File: config.mk
export PLATFORM = sky130hd
export DESIGN_NAME = noc_pe_interface
export DESIGN_NICKNAME = d
export VERILOG_FILES = /design/src/rtl/noc_pkg.sv /design/src/rtl/noc_skid_buffer.sv /design/src/rtl/noc_pe_interface.sv
export SDC_FILE = /design/constraint.sdc
export NUM_CORES = 1
export LEC_CHECK = 0
export CAP_MARGIN = 15
export CORE_UTILIZATION = 30
export CTS_CLUSTER_SIZE = 8
export DETAILED_ROUTE_END_ITERATION = 7
export GPL_ROUTABILITY_DRIVEN = 0
export SETUP_SLACK_MARGIN = 0.1
export SYNTH_ARGS = -nofsm -noshare
export SYNTH_HDL_FRONTEND = slang
export SYNTH_SLANG_ARGS = --single-unit
File: constraint.sdc
create_clock -name i_clk -period 1.8 [get_ports i_clk]
set_clock_uncertainty 0.15 [all_clocks]
set_input_delay 0.36 -clock i_clk [delete_from_list [all_inputs] [get_ports i_clk]]
set_output_delay 0.36 -clock i_clk [all_outputs]
set_load 0.01 [all_outputs]
File: src/rtl/noc_pkg.sv
// Shared definitions for the PE network interface: flit layout and skid buffer states.
package noc_pkg;

    localparam int unsigned FLIT_W    = 32;
    localparam int unsigned DEST_MSB  = 31;
    localparam int unsigned DEST_LSB  = 24;
    localparam int unsigned DEST_W    = DEST_MSB - DEST_LSB + 1;
    localparam int unsigned PAYLOAD_W = 24;

    typedef logic [FLIT_W-1:0] flit_t;

    typedef enum logic [1:0] {
        EMPTY = 2'd0,
        ONE   = 2'd1,
        FULL  = 2'd2
    } skid_state_t;

    function automatic logic [DEST_W-1:0] flit_dest(input flit_t f);
        return f[DEST_MSB:DEST_LSB];
    endfunction

endpackage

File: src/rtl/noc_skid_buffer.sv
// Two-entry fully registered skid buffer: FIFO order, ready derived from registered occupancy.
module noc_skid_buffer
    import noc_pkg::*;
#(
    parameter int unsigned Width = 32
) (
    input  logic             clk,
    input  logic             reset,
    input  logic [Width-1:0] in_data,
    input  logic             in_valid,
    output logic             in_ready,
    output logic [Width-1:0] out_data,
    output logic             out_valid,
    input  logic             out_ready
);

    skid_state_t      state;
    logic [Width-1:0] tail;
    logic             push;
    logic             pop;

    assign push = in_valid & in_ready;
    assign pop  = out_valid & out_ready;

    // out_data is the head entry; valid/ready are registered alongside state.
    always_ff @(posedge clk) begin
        if (reset) begin
            state     <= EMPTY;
            out_data  <= '0;
            tail      <= '0;
            out_valid <= 1'b0;
            in_ready  <= 1'b0;
        end else begin
            case (state)
                EMPTY: begin
                    in_ready <= 1'b1;
                    if (push) begin
                        out_data  <= in_data;
                        out_valid <= 1'b1;
                        state     <= ONE;
                    end
                end
                ONE: begin
                    case ({push, pop})
                        2'b10: begin
                            tail     <= in_data;
                            in_ready <= 1'b0;
                            state    <= FULL;
                        end
                        2'b01: begin
                            out_valid <= 1'b0;
                            state     <= EMPTY;
                        end
                        2'b11: out_data <= in_data;
                        default: ;
                    endcase
                end
                FULL: begin
                    if (pop) begin
                        out_data <= tail;
                        in_ready <= 1'b1;
                        state    <= ONE;
                    end
                end
                default: begin
                    out_valid <= 1'b0;
                    in_ready  <= 1'b0;
                    state     <= EMPTY;
                end
            endcase
        end
    end

endmodule

File: src/rtl/noc_pe_interface.sv
// PE <-> switch leaf network interface; define NOC_MISROUTE_CNT_EN to enable the
// saturating misrouted-flit counter on o_misroute_cnt (otherwise tied to zero).
module noc_pe_interface
    import noc_pkg::*;
#(
    parameter int unsigned             DataWidth = 32,
    parameter int unsigned             AddrWidth = 8,
    parameter logic [AddrWidth-1:0]    MyAddr    = '0
) (
    input  logic                           i_clk,
    input  logic                           i_reset,
    input  logic [DataWidth-AddrWidth-1:0] i_pe_data,
    input  logic [AddrWidth-1:0]           i_pe_dest,
    input  logic                           i_pe_valid,
    output logic                           o_pe_ready,
    output logic [DataWidth-1:0]           o_data,
    output logic                           o_data_valid,
    input  logic                           i_data_ready,
    input  logic [DataWidth-1:0]           i_data,
    input  logic                           i_data_valid,
    output logic                           o_data_ready,
    output logic [DataWidth-AddrWidth-1:0] o_pe_rx_data,
    output logic                           o_pe_rx_valid,
    input  logic                           i_pe_rx_ready,
    output logic [15:0]                    o_misroute_cnt
);

    logic rx_match;
    logic rx_push_valid;

    noc_skid_buffer #(.Width(DataWidth)) u_tx_buf (
        .clk       (i_clk),
        .reset     (i_reset),
        .in_data   ({i_pe_dest, i_pe_data}),
        .in_valid  (i_pe_valid),
        .in_ready  (o_pe_ready),
        .out_data  (o_data),
        .out_valid (o_data_valid),
        .out_ready (i_data_ready)
    );

    // Misrouted flits are still handshaken via o_data_ready but never enter the buffer.
    assign rx_match      = (flit_dest(i_data) == MyAddr);
    assign rx_push_valid = i_data_valid & rx_match;

    noc_skid_buffer #(.Width(DataWidth-AddrWidth)) u_rx_buf (
        .clk       (i_clk),
        .reset     (i_reset),
        .in_data   (i_data[DataWidth-AddrWidth-1:0]),
        .in_valid  (rx_push_valid),
        .in_ready  (o_data_ready),
        .out_data  (o_pe_rx_data),
        .out_valid (o_pe_rx_valid),
        .out_ready (i_pe_rx_ready)
    );

`ifdef NOC_MISROUTE_CNT_EN
    logic rx_drop;
    assign rx_drop = i_data_valid & o_data_ready & ~rx_match;

    always_ff @(posedge i_clk) begin
        if (i_reset) begin
            o_misroute_cnt <= '0;
        end else if (rx_drop && (o_misroute_cnt != '1)) begin
            o_misroute_cnt <= o_misroute_cnt + 16'd1;
        end
    end
`else
    assign o_misroute_cnt = '0;
`endif

endmodule

==> metrics.yaml, run 1 <==
status: "finished clean"
diodes: 0
hold_viol_final: 0
die_area_um2: 18900
maxCapViolCount: 0
synth.most_common_cell: "dfxtp_1"
grt_pass1_vias: 4657
yosysUniqueCellTypes: 41
io_buffers: 129
hpwlAfterDp_um: 8887
finalSetupViolCount: 0
areaGrowthSynthToFinish_pct: 42.85
fin_nets: 779
crit_path_max_incr_delay_ps: 440
cp-end-kind: "flop"
cts_buffer_depth: 2
drive_above_1_share_pct: 17.20
vias: 4613
syn_avg_cell_area_um2: 9.644
p_per_area_nw_per_um2: 855.4
rsz0062_at_grt: "yes"
dpl_worst_slack_ps: -503.2
holdPathStages: 2
crit_path_start_kind: "primary input"
grt_max_degree: 40
setup_ws_ps: 37.72
start_util_pct: 30.65
die_y_um: 137.5
timing.rr.start: "u_rx_buf.in_ready$_SDFFE_PP0P_"
reg2reg_depth: 6
p_leak_nw: 3.368
cts-root-buf: "clkbuf_16"
core-area_um2: 17960
min_from: "i_reset"
final_cell_count_no_fill: 950
n_fill_cell: 1717
antenna_found_initial: 0
yosys_warnings: 0
fmax_mhz: 567.4
async_flop_share_pct: 0
numCtsBuffers: 17
wire_per_inst_um: 16.25
dp_cells: 905
slowest_stage: "clkdlybuf4s50_1"
path_clk_slew_ps: 50
core.rowCount: 49
cts_tree: "yes"
finalCriticalPeriod_ps: 1762
hp-class: "primary input to flop"
syn-instance-count: 571
grt_overflow: 0
final_util_pct: 43.79
synthTopCellsByArea: "dfxtp_1, mux2i_1, nand2b_1"
tns_ps: 0
grt_pass1_wl_um: 23410
worst_ep_arrival_time_ps: 1940
holdPathEnd: "u_rx_buf.out_data[3]$_SDFFE_PP0P_"
drc: 0
critPathRequiredTime_ps: 1980
htreeDepth: 4
firstDrtPassIters: 4
synth_commonest_cells: "dfxtp_1, mux2i_1, nand2_1"
synth_area_leader_cell: "dfxtp_1"
synth_top_cell_area_share_pct: 43.63
ir_worst_vdd_mv: 0.8473
grtUsageTotal_pct: 16.24
fin_hold_ws_ps: 279.8
clkLatencyLatePin_ps: 420
critPathMaxFanout: 7
period_share_pct: 97.90
ys_seq_area_share_pct: 43.63
first_iter_violations: 201
rr_endpoint: "u_rx_buf.tail[21]$_SDFFE_PP0P_"
antenna_left: 0
clock_sinks: 120
finalMaxSlewViolations: 0
worst-r2r-setup-slack_ps: 60
synth_enable_flop_cells: 0
die_x_um: 137.5
viasPerCell: 4.856
netlist_area_um2: 5507
yosys_register_bits: 120
worst-setup-path-type: "primary input to flop"
wl_um: 15440
top_level_ports: 146
synth_ff_type: "dfxtp_1"
path_cells: "clkdlybuf4s50_1 -> nor4_4 -> nand4b_1 -> nor3_4 -> buf_6 -> buf_12 -> mux2i_1"
==> cell type report <==
type | count | area [µm²] | share of cell area [%]
sequential | 120 | 2416 | 30.71
clock inverter | 10 | 80.08 | 1.018
clock buffer | 21 | 450.4 | 5.726
timing repair buffer | 168 | 1819 | 23.13
inverter | 2 | 7.507 | 0.09544
multi-input combinational | 400 | 2806 | 35.68
tap | 229 | 286.5 | 3.642
==> stage by stage <==
step | area (µm²) | power (mW)
final | 7866 | 6.729
after global routing | 7866 | 7.006
after CTS | 7696 | 6.775
after detailed placement | 7058 | 3.661
after global placement | 7058 | 3.644
after floorplan | 5589 | 3.245
==> sequential cells by signal (all words and copies together), names as in the netlist, 2 cells and up <==
name               count
u_rx_buf.out_data     24
u_rx_buf.state         2
u_rx_buf.tail         24
u_tx_buf.out_data     32
u_tx_buf.state         2
u_tx_buf.tail         32
==> cell families (layout without fill, tap and decap cells) <==
| family | Yosys count | in the layout | synth area share [%] |
|---|---|---|---|
| other | 1 | 16 | 0.06810 |
| AND/OR/NAND/NOR | 193 | 193 | 17.38 |
| flip-flops | 120 | 120 | 43.63 |
| buffers and inverters | 66 | 201 | 8.748 |
| AO/OA/AOI/OAI | 111 | 111 | 15.63 |
| multiplexers | 80 | 80 | 14.54 |
==> worst max-delay path by stage <==
| stage | endpoint | slack (ps) | from | cells after the start |
|---|---|---|---|---|
| global placement | u_rx_buf.out_valid$_SDFFE_PP0P_ | -400 | i_data[25] | 6 |
| floorplan | u_rx_buf.tail[0]$_SDFFE_PP0P_ | -30 | i_data[26] | 5 |
| CTS | u_rx_buf.tail[21]$_SDFFE_PP0P_ | -40 | u_rx_buf.in_ready$_SDFFE_PP0P_ | 6 |
| global route | u_rx_buf.tail[16]$_SDFFE_PP0P_ | -30 | u_rx_buf.in_ready$_SDFFE_PP0P_ | 6 |
| finish | u_rx_buf.tail[21]$_SDFFE_PP0P_ | 40 | i_data[31] | 7 |
| detailed placement | u_rx_buf.tail[16]$_SDFFE_PP0P_ | -500 | i_data[25] | 6 |
==> what timing repair did <==
action,in CTS,in global routing
setup endpoints to repair,147,77
hold buffers,0,0
cloned,4,4
pin swaps,3,7
resized for setup,81,24
setup buffers,6,1
==> placed cells by master (no fill, tap or decap), types with 7 or more instances in the layout <==
cell type and count:
dfxtp_1 113, mux2i_1 80, nand2_1 70, dlygate4sd2_1 66, clkdlybuf4s50_1 60, nand2b_1 49
a21oi_1 39, a211oi_2 35, nor2_1 34, nor3_1 24, a211oi_1 22, clkbuf_16 20
conb_1 16, buf_4 15, buf_12 14, clkinv_2 7
==> metal layers <==
layer / global-route usage (%) / vias to the layer above / wire length, µm / part of all wire [%]
met5: 0 / - / 0 / 0
met4: 5.739 / 0 / 254 / 1.6
met3: 5.556 / 19 / 1100 / 7.1
met2: 27.25 / 139 / 7284 / 47
met1: 19.10 / 2218 / 6799 / 44
li1: - / 2237 / - / -
==> report_power, final <==
part	leakage (nW)	switching, mW	internal [mW]	total, mW
combinational	2.13	0.409	0.429	0.838
clock	0.262	1.18	1.90	3.08
sequential	0.976	0.0606	2.75	2.81
total	3.37	1.65	5.08	6.73
==> worst max-delay path: cells and delay by family <==
family	cells	cell delay (ps)
buf+inv	3	740
simple gates	3	640
mux	1	190
(Power assumes the default switching activity.)
==> run 2: changes to the inputs <==
Settings changed: CORE_UTILIZATION 30 to 44, PLACE_DENSITY set to 0.76.
==> metrics.yaml, run 2 (synthesized netlist as in run 1, its figures left out) <==
grt_pass1_wl_um: 22160
wire_per_inst_um: 15.57
timing.rr.start: "u_rx_buf.in_ready$_SDFFE_PP0P_"
combPwrFrac_pct: 11.7
hp-class: "primary input to flop"
first_iter_violations: 276
path_cells: "nor4b_4 -> nand4b_1 -> buf_4 -> a2111o_1 -> o31ai_2"
holdPathStages: 5
cp-end-kind: "flop"
path_clk_slew_ps: 60
start_util_pct: 45.46
grtUsageTotal_pct: 21.65
maxCapViolCount: 0
sw_frac_of_total_pct: 24.38
grt_pass1_vias: 4577
met3_length_um: 751
cts_buffer_depth: 2
worst_ep_arrival_time_ps: 1850
antenna_left: 0
htreeDepth: 4
wl_met2_um: 6859
worst-r2r-setup-slack_ps: 120
top_layer: "met4"
top_level_ports: 146
grt_overflow: 0
core-area_um2: 12110
hpwlAfterDp_um: 8601
hold_viol_final: 0
wl_met1_um: 6055
hold_buffers: 0
reg_top3: "u_tx_buf.out_data (32), u_tx_buf.tail (32)"
reg2reg_depth: 5
clkLatencyLatePin_ps: 410
numCtsBuffers: 17
p_per_area_nw_per_um2: 900.8
critPathRequiredTime_ps: 1960
status: "finished clean"
dpl_worst_slack_ps: -467.8
rr_endpoint: "u_rx_buf.out_valid$_SDFFE_PP0P_"
grt_max_degree: 45
fin_hold_ws_ps: 254.3
wl_um: 13840
layout_commonest_cell: "dfxtp_1"
viasPerCell: 5.144
internal_power_mw: 5.246
critPathMaxFanout: 4
period_share_pct: 93.58
drive_above_1_share_pct: 16.92
io_buffers: 129
final_util_pct: 63.58
ir_worst_vdd_mv: 0.5717
finalMaxSlewViolations: 0
fmax_mhz: 593.7
diodes: 0
p_total_mw: 6.937
drc: 0
holdPathEnd: "u_tx_buf.in_ready$_SDFFE_PP0P_"
cts-root-buf: "clkbuf_16"
clock_sinks: 120
die_area_um2: 12970
fin_nets: 778
core.rowCount: 40
layout_common_cells: "dfxtp_1, mux2i_1, nand2_1, dlygate4sd2_1, clkdlybuf4s50_1"
finalSetupViolCount: 0
clkPwrFrac_pct: 47.9
die_x_um: 113.9
slowest_stage: "a2111o_1"
min_from: "i_pe_valid"
antenna_found_initial: 0
worst-setup-path-type: "flop to flop"
firstDrtPassIters: 4
finalCriticalPeriod_ps: 1684
rsz0062_at_grt: "yes"
setup_ws_ps: 115.6
areaGrowthSynthToFinish_pct: 39.85
crit_path_max_incr_delay_ps: 370
die_y_um: 113.9
seqPwrFrac_pct: 40.4
vias: 4573
switching_power_mw: 1.692
p_leak_nw: 3.359
cts_tree: "yes"
crit_path_start_kind: "flop"
run 2: layout make-up:
type                    instances  area (µm²)
clock inverters                14       150.1
multi-input cells             400        2774
fillers                      1041        4410
clock buffers                  18       439.2
inverters                       2       7.507
repair buffers                167        1704
well taps                     168       210.2
flip-flops and latches        120        2416
run 2: layer usage:
metal	GRT usage (%)	up-vias
li1	-	2239
met5	0	-
met3	5.739	16
met1	26.21	2184
met2	36.99	134
met4	7.792	0
run 2: worst max-delay path by stage:
stage | from | endpoint | slack, ps | depth (start not counted)
after floorplan | i_data[26] | u_rx_buf.tail[0]$_SDFFE_PP0P_ | -30 | 5
after global placement | i_data[26] | u_rx_buf.out_valid$_SDFFE_PP0P_ | -400 | 6
after detailed placement | i_data[25] | u_rx_buf.out_valid$_SDFFE_PP0P_ | -470 | 6
after CTS | i_data[26] | u_rx_buf.out_valid$_SDFFE_PP0P_ | 100 | 6
after global routing | u_rx_buf.in_ready$_SDFFE_PP0P_ | u_rx_buf.tail[16]$_SDFFE_PP0P_ | 40 | 5
final | u_rx_buf.in_ready$_SDFFE_PP0P_ | u_rx_buf.out_valid$_SDFFE_PP0P_ | 120 | 5
run 2: through the flow:
step	setup TNS, ps	std cells	cell area [µm²]
after floorplan	-650.4	586	5589
final	0	889	7701
after global routing	0	889	7701
after CTS	0	882	7555
after detailed placement	-37260	847	6964
after global placement	-31880	847	6964
run 2: power groups by stage:
stage | Sequential, mW | Combinational [mW] | Clock, mW
finish | 2.80 | 0.812 | 3.32
global route | 2.81 | 0.876 | 3.52
CTS | 2.80 | 0.785 | 3.39
detailed placement | 2.86 | 0.792 | 0
global placement | 2.86 | 0.773 | 0
floorplan | 2.89 | 0.357 | 0
run 2: worst max-delay path, delay by kind of cell (launching register included):
family          cells  cell delay (ps)
buf+inv             1              210
compound gates      2              440
simple gates        2              460
flops               1              330
run 2: repair_timing:
| item | in CTS | in global routing |
|---|---|---|
| resized for setup | 73 | 24 |
| setup endpoints to repair | 113 | 72 |
| pin swaps | 4 | 7 |
| gates cloned | 2 | 1 |
| setup buffers | 1 | 6 |
